## src/rtl/seg7_scan_display.sv

```systemverilog
// Four-digit multiplexed hex display driver with a stability filter on the input word.
// Only values held steady long enough reach the display; digits are time-multiplexed onto one segment bus.
module seg7_scan_display #(
   parameter int REFRESH_DIV = 50000,
   parameter int HOLD_CYCLES = 4,
   parameter int BLANK_LZ    = 1
) (
   input  logic        Clk,
   input  logic        Reset,
   input  logic [15:0] test_in,
   input  logic        freeze,
   output logic [3:0]  an,
   output logic [6:0]  seg,
   output logic        dp,
   output logic        upd
);

   localparam int PRE_W = (REFRESH_DIV > 2) ? $clog2(REFRESH_DIV) : 1;
   localparam int CNT_W = (HOLD_CYCLES > 1) ? $clog2(HOLD_CYCLES + 1) : 1;
   localparam logic [PRE_W-1:0] PRE_LAST = PRE_W'(REFRESH_DIV - 1);
   localparam logic [CNT_W-1:0] CNT_MAX  = CNT_W'(HOLD_CYCLES);

   logic [15:0]      last_in;
   logic [CNT_W-1:0] stab_cnt;
   logic [15:0]      disp_val;
   logic [PRE_W-1:0] pre;
   logic [1:0]       idx;

   logic             load;
   logic             pre_wrap;
   logic [3:0]       nibble;
   logic             blank;
   logic [3:0]       an_next;
   logic [6:0]       seg_next;
   logic             dp_next;

   function automatic logic [6:0] hex7(input logic [3:0] v);
      logic [6:0] s;
      case (v)
         4'h0: s = 7'b1000000;
         4'h1: s = 7'b1111001;
         4'h2: s = 7'b0100100;
         4'h3: s = 7'b0110000;
         4'h4: s = 7'b0011001;
         4'h5: s = 7'b0010010;
         4'h6: s = 7'b0000010;
         4'h7: s = 7'b1111000;
         4'h8: s = 7'b0000000;
         4'h9: s = 7'b0010000;
         4'hA: s = 7'b0001000;
         4'hB: s = 7'b0000011;
         4'hC: s = 7'b1000110;
         4'hD: s = 7'b0100001;
         4'hE: s = 7'b0000110;
         default: s = 7'b0001110;
      endcase
      return s;
   endfunction

   // stab_cnt counts consecutive identical samples, saturating at HOLD_CYCLES
   always_ff @(posedge Clk) begin
      if (Reset) begin
         last_in  <= '0;
         stab_cnt <= '0;
      end else begin
         last_in <= test_in;
         if (test_in != last_in)
            stab_cnt <= '0;
         else if (stab_cnt != CNT_MAX)
            stab_cnt <= stab_cnt + CNT_W'(1);
      end
   end

   assign load = (stab_cnt == CNT_MAX) && !freeze && (last_in != disp_val);

   always_ff @(posedge Clk) begin
      if (Reset) begin
         disp_val <= '0;
         upd      <= 1'b0;
      end else begin
         upd <= load;
         if (load)
            disp_val <= last_in;
      end
   end

   assign pre_wrap = (pre == PRE_LAST);

   always_ff @(posedge Clk) begin
      if (Reset) begin
         pre <= '0;
         idx <= '0;
      end else begin
         pre <= pre_wrap ? '0 : pre + PRE_W'(1);
         if (pre_wrap)
            idx <= idx + 2'd1;
      end
   end

   // A digit is a leading zero when it and every more significant nibble are zero
   always_comb begin
      blank = 1'b0;
      if (BLANK_LZ != 0) begin
         case (idx)
            2'd1:    blank = (disp_val[15:4] == 12'h000);
            2'd2:    blank = (disp_val[15:8] == 8'h00);
            2'd3:    blank = (disp_val[15:12] == 4'h0);
            default: blank = 1'b0;
         endcase
      end
   end

   always_comb begin
      nibble   = disp_val[{idx, 2'b00} +: 4];
      an_next  = ~(4'b0001 << idx);
      seg_next = hex7(nibble);
      dp_next  = !((idx == 2'd0) && freeze);
      if (blank) begin
         an_next  = 4'hF;
         seg_next = 7'h7F;
      end
   end

   always_ff @(posedge Clk) begin
      if (Reset) begin
         an  <= 4'b1110;
         seg <= 7'b1000000;
         dp  <= 1'b1;
      end else begin
         an  <= an_next;
         seg <= seg_next;
         dp  <= dp_next;
      end
   end

endmodule
```

## config.mk

```make
export PLATFORM = sky130hd
export DESIGN_NAME = seg7_scan_display
export DESIGN_NICKNAME = d
export VERILOG_FILES = /design/src/rtl/seg7_scan_display.sv
export SDC_FILE = /design/constraint.sdc
export NUM_CORES = 1
export LEC_CHECK = 0
export ABC_AREA = 1
export BUFFER_PORTS_ARGS = -buffer_cell sky130_fd_sc_hd__buf_2
export CORE_ASPECT_RATIO = 0.9
export CORE_UTILIZATION = 50
export DETAILED_ROUTE_END_ITERATION = 6
export PLACE_DENSITY = 0.69
export SETUP_SLACK_MARGIN = 0.2
export SYNTH_ARGS = -nofsm -noshare
export SYNTH_HDL_FRONTEND = slang
export SYNTH_SLANG_ARGS = --single-unit
```

## constraint.sdc

```tcl
create_clock -name Clk -period 3.8 [get_ports Clk]
set_input_delay 0.76 -clock Clk [delete_from_list [all_inputs] [get_ports Clk]]
set_output_delay 0.76 -clock Clk [all_outputs]
set_load 0.01 [all_outputs]
```

==> run metrics, run 1 <==
status=finished, final reports clean; Avg Cell Area, Syn=6.80 µm²; clk_lat worst skew=0.34 ns; Rows=28; Fmax=0.479 GHz; pre-CTS setup slack=1.46 ns; mapped cell area=0.00359 mm²; worst hold start=pre[0]; core area=0.00676 mm²; crit end category=flip-flop; Reg clk slew, reported paths=0.07 ns; # Max-Cap Violations=0; gpl congestion=0.822; Crit Path Category=reg -> reg; Final Skew=0.00785 ns; worst setup path endpoint=seg[3]; Synthesized Nets=562; Seq cells post-synth=66; cts bufs inserted=9; Post-CTS Hold Fix Bufs=0; die area=0.00753 mm²; dpl hpwl=5.44 mm; Overflow after GRT=0; data arrival time of the worst path=2.32 ns; crit path launch=idx[0]; final count of pins violating max slew=0; routed wl met3=342 µm; met2 wire length=3.41 mm; Syn Inst Count=528; footprint of the multi-input gates=0.00184 mm²; part of the power in registers=51.8%; Net Sw Power=0.327 mW; final critical-path required period=2.09 ns; Leakage Power=1.79 nW; r2r endpoint=seg[3]; CP Max Fanout=14; drt drc=0; power share of the combinational group=6.1%; Starting Density=53.1%; Port Buffer Count=31; Post-synth ARST share=0%; Layout area overhead=9.90%; Pwr Density=349 mW/mm²; Overall Power=1.38 mW; setup slack after layout=1.71 ns; fin nets=592; largest net degree at the start of global routing=34; TritonCTS clock tree=built; WP data required=4.04 ns; vias in the first global route=2881; Post-synth top cells=nand2_1 (144), inv_1 (75), nor2_1 (69); Ant. Diodes=0; DR pass1 iterations=5; EDFF count, synth=0; Cell Count, Final, Fillers Out=652; IO Pins=32; initial antenna violation count=0; wl on met1=3.66 mm; Seq/Total Area, Yosys=36.8%; Slew HR=46.5%; Net Sw Frac=23.8%; drt total wl=7.50 mm; Top FF cell, synth=dfxtp_1; deepest clock path buffer count=2; first-pass GRT wire length=12.7 mm; Post-CTS Setup Bufs=0; DR vias/cell=4.91; DRT iter0 DRCs=125; most frequent cell after synthesis=nand2_1; uppermost layer routed=met4; Inst Count DP=637; number of gates resized after CTS=0; Die Y-Extent=82.4 µm; setup TNS=0 ns; RSZ-0062 raised after global routing=no; Root Driver=clkbuf_8; Hold Path Class=reg -> reg; drt wl/cell=11.5 µm; worst reg-to-reg path cell count=12; via count=3204; Die Span X=91.3 µm; layout cell share with drive strength beyond 1=14.9%; setup slack, reg-to-reg=1.71 ns; global-route usage over all layers=21.4%; r2r startpoint=idx[0]; Final Cycle Share=54.9%; register area=0.00132 mm²; number of hold violations in the final report=0; Worst Setup Start Kind=flip-flop; post-synth top area share=36.8%; Synth area leader=dfxtp_1; final core occ=58.4%; # fillers=617; CTS H-tree lvls=3; DRT antenna net count=0; # setup viols final=0; Num Clock Sinks=66; count of cell types in the netlist=32; worst vdd ir=0.000235 V; Area contributors post-synth=dfxtp_1 (37%), nand2_1 (15%), inv_1 (7.8%); cell-internal power=1.05 mW; pin slew with the least headroom to its limit=0.801 ns; synth warn=0; clock power share=42.1%
==> layer usage <==
metal	GRT usage [%]	up-vias
li1	-	1698
met1	26.8	1422
met2	36.9	76
met5	0	-
met4	7.46	0
met3	4.58	8
==> power by group through the flow <==
| stage | clock (mW) | sequential, mW | combinational, mW |
|---|---|---|---|
| finish | 0.579 | 0.713 | 0.0836 |
| global placement | 0 | 0.729 | 0.0816 |
| detailed placement | 0 | 0.729 | 0.0835 |
| global route | 0.624 | 0.715 | 0.0971 |
| floorplan | 0 | 0.727 | 0.0607 |
| CTS | 0.594 | 0.713 | 0.0842 |
==> flip-flops by register name, summed over array words and instances, names as in the netlist <==
register	cells
last_in	16
pre	16
stab_cnt	3
idx	2
dp	1
an	4
disp_val	16
upd	1
seg	7
==> metrics by stage <==
stage	area (µm²)	hold slack, ns
after floorplan	3590	0.417
after global placement	3750	0.427
after detailed placement	3750	0.447
after CTS	3950	0.460
after global routing	3950	0.484
final	3950	0.453
==> logic make-up after synthesis <==
logic type                 after synthesis  synth area share [%]
buffers and inverters                   98                  12.1
adders and majority gates               15                  5.23
AOI/OAI and AO/OA                       51                  7.77
and+or+nand+nor                        289                  35.9
xor gates and xnor gates                 9                  2.20
DFF                                     66                  36.8
==> critical path: stages (launching register included) <==
cell and delay (ns):
dfxtp_1 0.59, inv_2 0.19, nand2_1 0.10, nand3_1 0.06, nand2_1 0.21, inv_1 0.13
ha_1 0.26, inv_1 0.08, nand2_1 0.07, nand3_1 0.10, nand3_1 0.08, nand2_1 0.07
inv_1 0.05
==> layout make-up <==
class | count | area share (%)
Clock inverter | 5 | 1.40
Sequential cell | 66 | 33.5
Timing Repair Buffer | 32 | 4.12
Tap cell | 90 | 2.85
Multi-Input combinational cell | 364 | 46.6
Clock buffer | 10 | 3.49
Inverter | 85 | 8.08
==> worst min path at each step <==
stage | cells after the start | to | slack [ns]
finish | 1 | pre[0] | 0.45
global route | 1 | pre[0] | 0.48
CTS | 1 | pre[0] | 0.46
detailed placement | 1 | pre[0] | 0.45
global placement | 1 | pre[0] | 0.43
floorplan | 1 | pre[0] | 0.42
==> placed cells by master, fill, tap and decap left out, types with 6 or more instances in the layout <==
cell type,synthesis,final
nor2_1,69,68
buf_2,2,31
nand3_2,12,12
nand4_1,7,7
a21oi_1,29,29
nor2_2,5,6
ha_1,15,15
inv_2,10,10
nand3_1,31,31
nor3_1,8,8
nand2_1,144,144
dfxtp_1,66,66
clkbuf_8,0,10
inv_1,75,75
xor2_1,7,7
o21ai_0,12,12
Note: power is estimated with default switching activity, not from simulation.
==> run 2, diff against run 1 <==
==> constraint.sdc (replaced) <==
create_clock -name Clk -period 2 [get_ports Clk]
set_input_delay 0.4 -clock Clk [delete_from_list [all_inputs] [get_ports Clk]]
set_output_delay 0.4 -clock Clk [all_outputs]
set_load 0.01 [all_outputs]
==> run metrics, run 2 (same netlist as run 1, synthesis figures left out) <==
status=finished, final reports clean (unchanged); Final Skew=0.00898 ns (was 0.00785 ns); Overflow after GRT=0 (unchanged); Hold Path Class=in -> reg (was reg -> reg); Leakage Power=1.83 nW (was 1.79 nW); Num Clock Sinks=66 (unchanged); largest net degree at the start of global routing=34 (unchanged); Net Sw Power=0.606 mW (was 0.327 mW); layout cell share with drive strength beyond 1=16.3% (was 14.9%); dpl hpwl=5.59 mm (was 5.44 mm); clock power share=42.6% (was 42.1%); Die Y-Extent=82.4 µm (unchanged); part of the power in registers=51.1% (was 51.8%); drt total wl=7.55 mm (was 7.50 mm); deepest clock path buffer count=2 (unchanged); crit end category=flip-flop (unchanged); Port Buffer Count=31 (unchanged); die area=0.00753 mm² (unchanged); Starting Density=53.1% (unchanged); final core occ=59.5% (was 58.4%); Crit Path Category=reg -> reg (unchanged); RSZ-0062 raised after global routing=yes (was no); setup TNS=0 ns (unchanged); CP Max Fanout=8 (was 14); commonest non-fill, non-tap cell in the layout=nand2_1 (unchanged); WP data required=2.29 ns (was 4.04 ns); power share of the combinational group=6.3% (was 6.1%); Net Sw Frac=22.8% (was 23.8%); Post-CTS Hold Fix Bufs=0 (unchanged); data arrival time of the worst path=1.94 ns (was 2.32 ns); commonest non-fill, non-tap cells in the layout=nand2_1 (141), inv_1 (75), nor2_1 (68), dfxtp_1 (65) (was nand2_1 (144), inv_1 (75), nor2_1 (68), dfxtp_1 (66)); Layout area overhead=12.0% (was 9.90%); Worst Setup Start Kind=flip-flop (unchanged); IO Pins=32 (unchanged); drt wl/cell=11.5 µm (about the same); number of hold violations in the final report=0 (unchanged); Root Driver=clkbuf_8 (unchanged); Slew HR=65.0% (was 46.5%); cts bufs inserted=9 (unchanged); Ant. Diodes=0 (unchanged); biggest regs=disp_val x16, last_in x16, pre x16 (unchanged); core area=0.00676 mm² (unchanged); Pwr Density=660 mW/mm² (was 349 mW/mm²); Reg clk slew, reported paths=0.07 ns (about the same); # Max-Cap Violations=0 (unchanged); initial antenna violation count=0 (unchanged); drt drc=0 (unchanged); Final Cycle Share=82.1% (was 54.9%); Overall Power=2.65 mW (was 1.38 mW); first-pass GRT wire length=13.2 mm (was 12.7 mm); final count of pins violating max slew=0 (unchanged); Fmax=0.609 GHz (was 0.479 GHz); cell-internal power=2.05 mW (was 1.05 mW); Die Span X=91.3 µm (unchanged); vias in the first global route=2994 (was 2881); via count=3235 (was 3204); fin nets=598 (was 592); hold_ws=0.279 ns (was 0.453 ns); worst vdd ir=0.000440 V (was 0.000235 V); DR vias/cell=4.91 (about the same); # setup viols final=0 (unchanged); final critical-path required period=1.64 ns (was 2.09 ns); DRT antenna net count=0 (unchanged); gpl congestion=0.827 (was 0.822); DR pass1 iterations=4 (was 5); # fillers=641 (was 617); global-route usage over all layers=22.6% (was 21.4%); Rows=28 (unchanged); DRT iter0 DRCs=143 (was 125); clk_lat worst skew=0.35 ns (was 0.34 ns); CTS H-tree lvls=3 (unchanged); pin slew with the least headroom to its limit=0.521 ns (was 0.801 ns); TritonCTS clock tree=built (unchanged)
run 2: cell types whose count changed in the layout (fill, tap and decap cells not counted), sizes merged:
cell      change
buf           +6
clkinvlp      -2
clkbuf        +4
clkinv        -1
run 2: per-layer routing:
metal	share of wire, %	routed length [µm]	GRT usage (%)
met1	48	3620	27.9
met2	46	3490	38.2
met3	4.6	349	5.13
met4	1.2	90	10.5
met5	0	0	0
run 2: worst paths after layout:
| check | slack, ns | to | from | cells after the start |
|---|---|---|---|---|
| setup / recovery | 0.36 | seg[0] | idx[1] | 7 |
| hold / removal | 0.28 | last_in[12] | test_in[12] | 3 |
| setup reg to reg | 0.36 | seg[0] | idx[1] | 7 |
| hold reg to reg | 0.45 | pre[0] | pre[0] | 1 |
run 2: through the flow:
stage | std cells | instance area (µm²) | setup WS (ns)
after floorplan | 528 | 3590 | 0.438
after global placement | 642 | 3790 | 0.331
after global routing | 659 | 4020 | 0.196
after detailed placement | 642 | 3790 | 0.282
after CTS | 658 | 3990 | 0.268
final | 659 | 4020 | 0.358
run 2: repair_timing:
item | in CTS | in global routing
gates resized for setup | 0 | 5
setup buffers | 0 | 1
setup endpoints to repair | 0 | 15
run 2: final cells by class:
| class | count | area (µm²) | area share [%] |
|---|---|---|---|
| Clock buffer | 14 | 163 | 4.04 |
| Clock inverter | 2 | 35.0 | 0.871 |
| Inverter | 85 | 319 | 7.93 |
| Multi-Input combinational cell | 364 | 1850 | 46.0 |
| Sequential cell | 66 | 1320 | 32.9 |
| Tap cell | 90 | 113 | 2.80 |
| Timing Repair Buffer | 38 | 220 | 5.48 |
run 2: critical path, cell delays in order (launching register included):
cell and delay (ns):
dfxtp_2 0.42, inv_2 0.10, ha_1 0.20, nor4_1 0.46, nand2_2 0.20, nand3_1 0.12
nand2_1 0.05, inv_1 0.05
run 2: power by group through the flow:
stage	Sequential, mW	Combinational [mW]	Clock (mW)
2_1_floorplan	1.38	0.115	0
3_3_place_gp	1.38	0.160	0
3_5_place_dp	1.38	0.163	0
4_1_cts	1.35	0.164	1.16
5_1_grt	1.36	0.193	1.23
6_report	1.36	0.168	1.13
==> run 3, diff against run 2 <==
==> constraint.sdc (replaced) <==
create_clock -name Clk -period 1.61 [get_ports Clk]
set_input_delay 0.322 -clock Clk [delete_from_list [all_inputs] [get_ports Clk]]
set_output_delay 0.322 -clock Clk [all_outputs]
set_load 0.01 [all_outputs]
==> run metrics, run 3 (same netlist as run 1, synthesis figures left out) <==
deepest clock path buffer count=2 (unchanged); power share of the combinational group=7.0% (was 6.3%); Reg clk slew, reported paths=0.08 ns (was 0.07 ns); RSZ-0062 raised after global routing=yes (unchanged); vias in the first global route=3057 (was 2994); Port Buffer Count=31 (unchanged); Critical-path top delay cell=dfxtp_4 (was nor4_1); part of the power in registers=47.5% (was 51.1%); Root Driver=clkbuf_8 (unchanged); fin nets=627 (was 598); drt total wl=9.86 mm (was 7.55 mm); register area=0.00139 mm² (was 0.00132 mm²); Post-CTS Hold Fix Bufs=0 (unchanged); footprint of the multi-input gates=0.00223 mm² (was 0.00185 mm²); Worst Setup Start Kind=flip-flop (unchanged); DRT iter0 DRCs=227 (was 143); Ant. Diodes=0 (unchanged); CP Max Fanout=8 (unchanged); TritonCTS clock tree=built (unchanged); gpl congestion=0.821 (was 0.827); final instance area=0.00487 mm² (was 0.00402 mm²); cell-internal power=2.66 mW (was 2.05 mW); number of hold violations in the final report=0 (unchanged); setup slack, reg-to-reg=0.09 ns (was 0.36 ns); Pwr Density=727 mW/mm² (was 660 mW/mm²); Rows=28 (unchanged); setup slack after layout=0.0865 ns (was 0.358 ns); DR pass1 iterations=6 (was 4); setup TNS=0 ns (unchanged); # fillers=537 (was 641); Num Clock Sinks=66 (unchanged); Overall Power=3.54 mW (was 2.65 mW); Fmax=0.656 GHz (was 0.609 GHz); # setup viols final=0 (unchanged); final count of pins violating max slew=0 (unchanged); Slew HR=77.1% (was 65.0%); initial antenna violation count=0 (unchanged); Net Sw Power=0.881 mW (was 0.606 mW); DRT antenna net count=0 (unchanged); Die Span X=91.3 µm (unchanged); Starting Density=53.1% (unchanged); CP max stage delay=0.42 ns (was 0.46 ns); cts bufs inserted=9 (unchanged); drt wl/cell=14.3 µm (was 11.5 µm); global-route usage over all layers=23.8% (was 22.6%); Hold Path Class=in -> reg (unchanged); first-pass GRT wire length=13.8 mm (was 13.2 mm); clock power share=45.5% (was 42.6%); status=finished, final reports clean (unchanged); data arrival time of the worst path=1.85 ns (was 1.94 ns); layout cell share with drive strength beyond 1=40.5% (was 16.3%); final critical-path required period=1.52 ns (was 1.64 ns); commonest non-fill, non-tap cell in the layout=nand2_1 (unchanged); drt drc=0 (unchanged); IO Pins=32 (unchanged); final core occ=72.0% (was 59.5%); commonest non-fill, non-tap cells in the layout=nand2_1 (126), nor2_1 (59), inv_1 (58), dfxtp_1 (32), buf_2 (31) (was nand2_1 (141), inv_1 (75), nor2_1 (68), dfxtp_1 (65)); pre-CTS setup slack=-0.0177 ns (was 0.282 ns); clk_lat worst skew=0.37 ns (was 0.35 ns); Die Y-Extent=82.4 µm (unchanged); WP data required=1.93 ns (was 2.29 ns); crit end category=flip-flop (unchanged); core area=0.00676 mm² (unchanged); DR vias/cell=5.22 (was 4.91); CTS H-tree lvls=3 (unchanged); Leakage Power=2.17 nW (was 1.83 nW); critical path, cell by cell=inv_6 > buf_4 > nand2_1 > nand3_2 > nand2_4 > clkbuf_4 > nand2_2 > o21ai_1 > nand2_1 > nand3_2 > nand2_1 > inv_1 (was inv_2 > ha_1 > nor4_1 > nand2_2 > nand3_1 > nand2_1 > inv_1); biggest regs=disp_val x16, last_in x16, pre x16 (unchanged); # Max-Cap Violations=0 (unchanged); Final Skew=0.0128 ns (was 0.00898 ns); largest net degree at the start of global routing=34 (unchanged); Layout area overhead=35.6% (was 12.0%); Overflow after GRT=0 (unchanged); Crit Path Category=reg -> reg (unchanged); Post-DP Area=0.00388 mm² (was 0.00379 mm²); Final Cycle Share=94.6% (was 82.1%); dpl hpwl=5.87 mm (was 5.59 mm); worst vdd ir=0.000505 V (was 0.000440 V); via count=3590 (was 3235); pin slew with the least headroom to its limit=0.341 ns (was 0.521 ns); die area=0.00753 mm² (unchanged); Worst path most repeated cell=nand2_1; Net Sw Frac=24.9% (was 22.8%)
==> run 3: metal layers <==
metal,routed length (µm),track usage (%),share of wire [%]
met1,4300,29.3,44
met5,0,0,0
met3,573,6.59,5.8
met4,235,10.2,2.4
met2,4750,39.8,48
==> run 3: worst paths after layout <==
| path | startpoint | endpoint | cells past startpoint |
|---|---|---|---|
| worst max-delay path | idx[0] | seg[3] | 12 |
| worst min-delay path | test_in[6] | last_in[6] | 3 |
| worst max register to register | idx[0] | seg[3] | 12 |
| worst min register to register | pre[0] | pre[0] | 1 |
==> run 3: metrics by stage <==
stage               hold slack (ns)  cells
CTS                           0.180    667
global placement              0.429    644
global route                  0.187    688
floorplan                     0.406    528
detailed placement            0.433    644
finish                        0.173    688
==> run 3: power groups by stage <==
stage / clock network, mW / registers [mW] / logic (mW)
4_1_cts: 1.61 / 1.68 / 0.218
5_1_grt: 1.68 / 1.68 / 0.278
3_5_place_dp: 0 / 1.72 / 0.216
3_3_place_gp: 0 / 1.72 / 0.210
2_1_floorplan: 0 / 1.72 / 0.145
6_report: 1.61 / 1.68 / 0.249
==> run 3: critical path: cells and delay by family, from the launching register on <==
family,cells,cell delay (ns)
buffers and inverters,4,0.42
flip-flops,1,0.42
AND/OR/NAND/NOR,7,0.55
AO/OA/AOI/OAI,1,0.07
==> run 3: repair_timing <==
item                       CTS  global route
setup endpoints to repair   42            48
resized for setup           65            89
pin swaps                   12            34
buffers inserted             7            16
cloned                       0             5
==> run 3: area by class of cell <==
cell class	count	share of cell area, %
Sequential cell	66	28.5
Clock inverter	5	1.59
Tap cell	90	2.31
Timing Repair Buffer	67	12.0
Inverter	85	6.96
Multi-Input combinational cell	364	45.7
Clock buffer	11	2.90
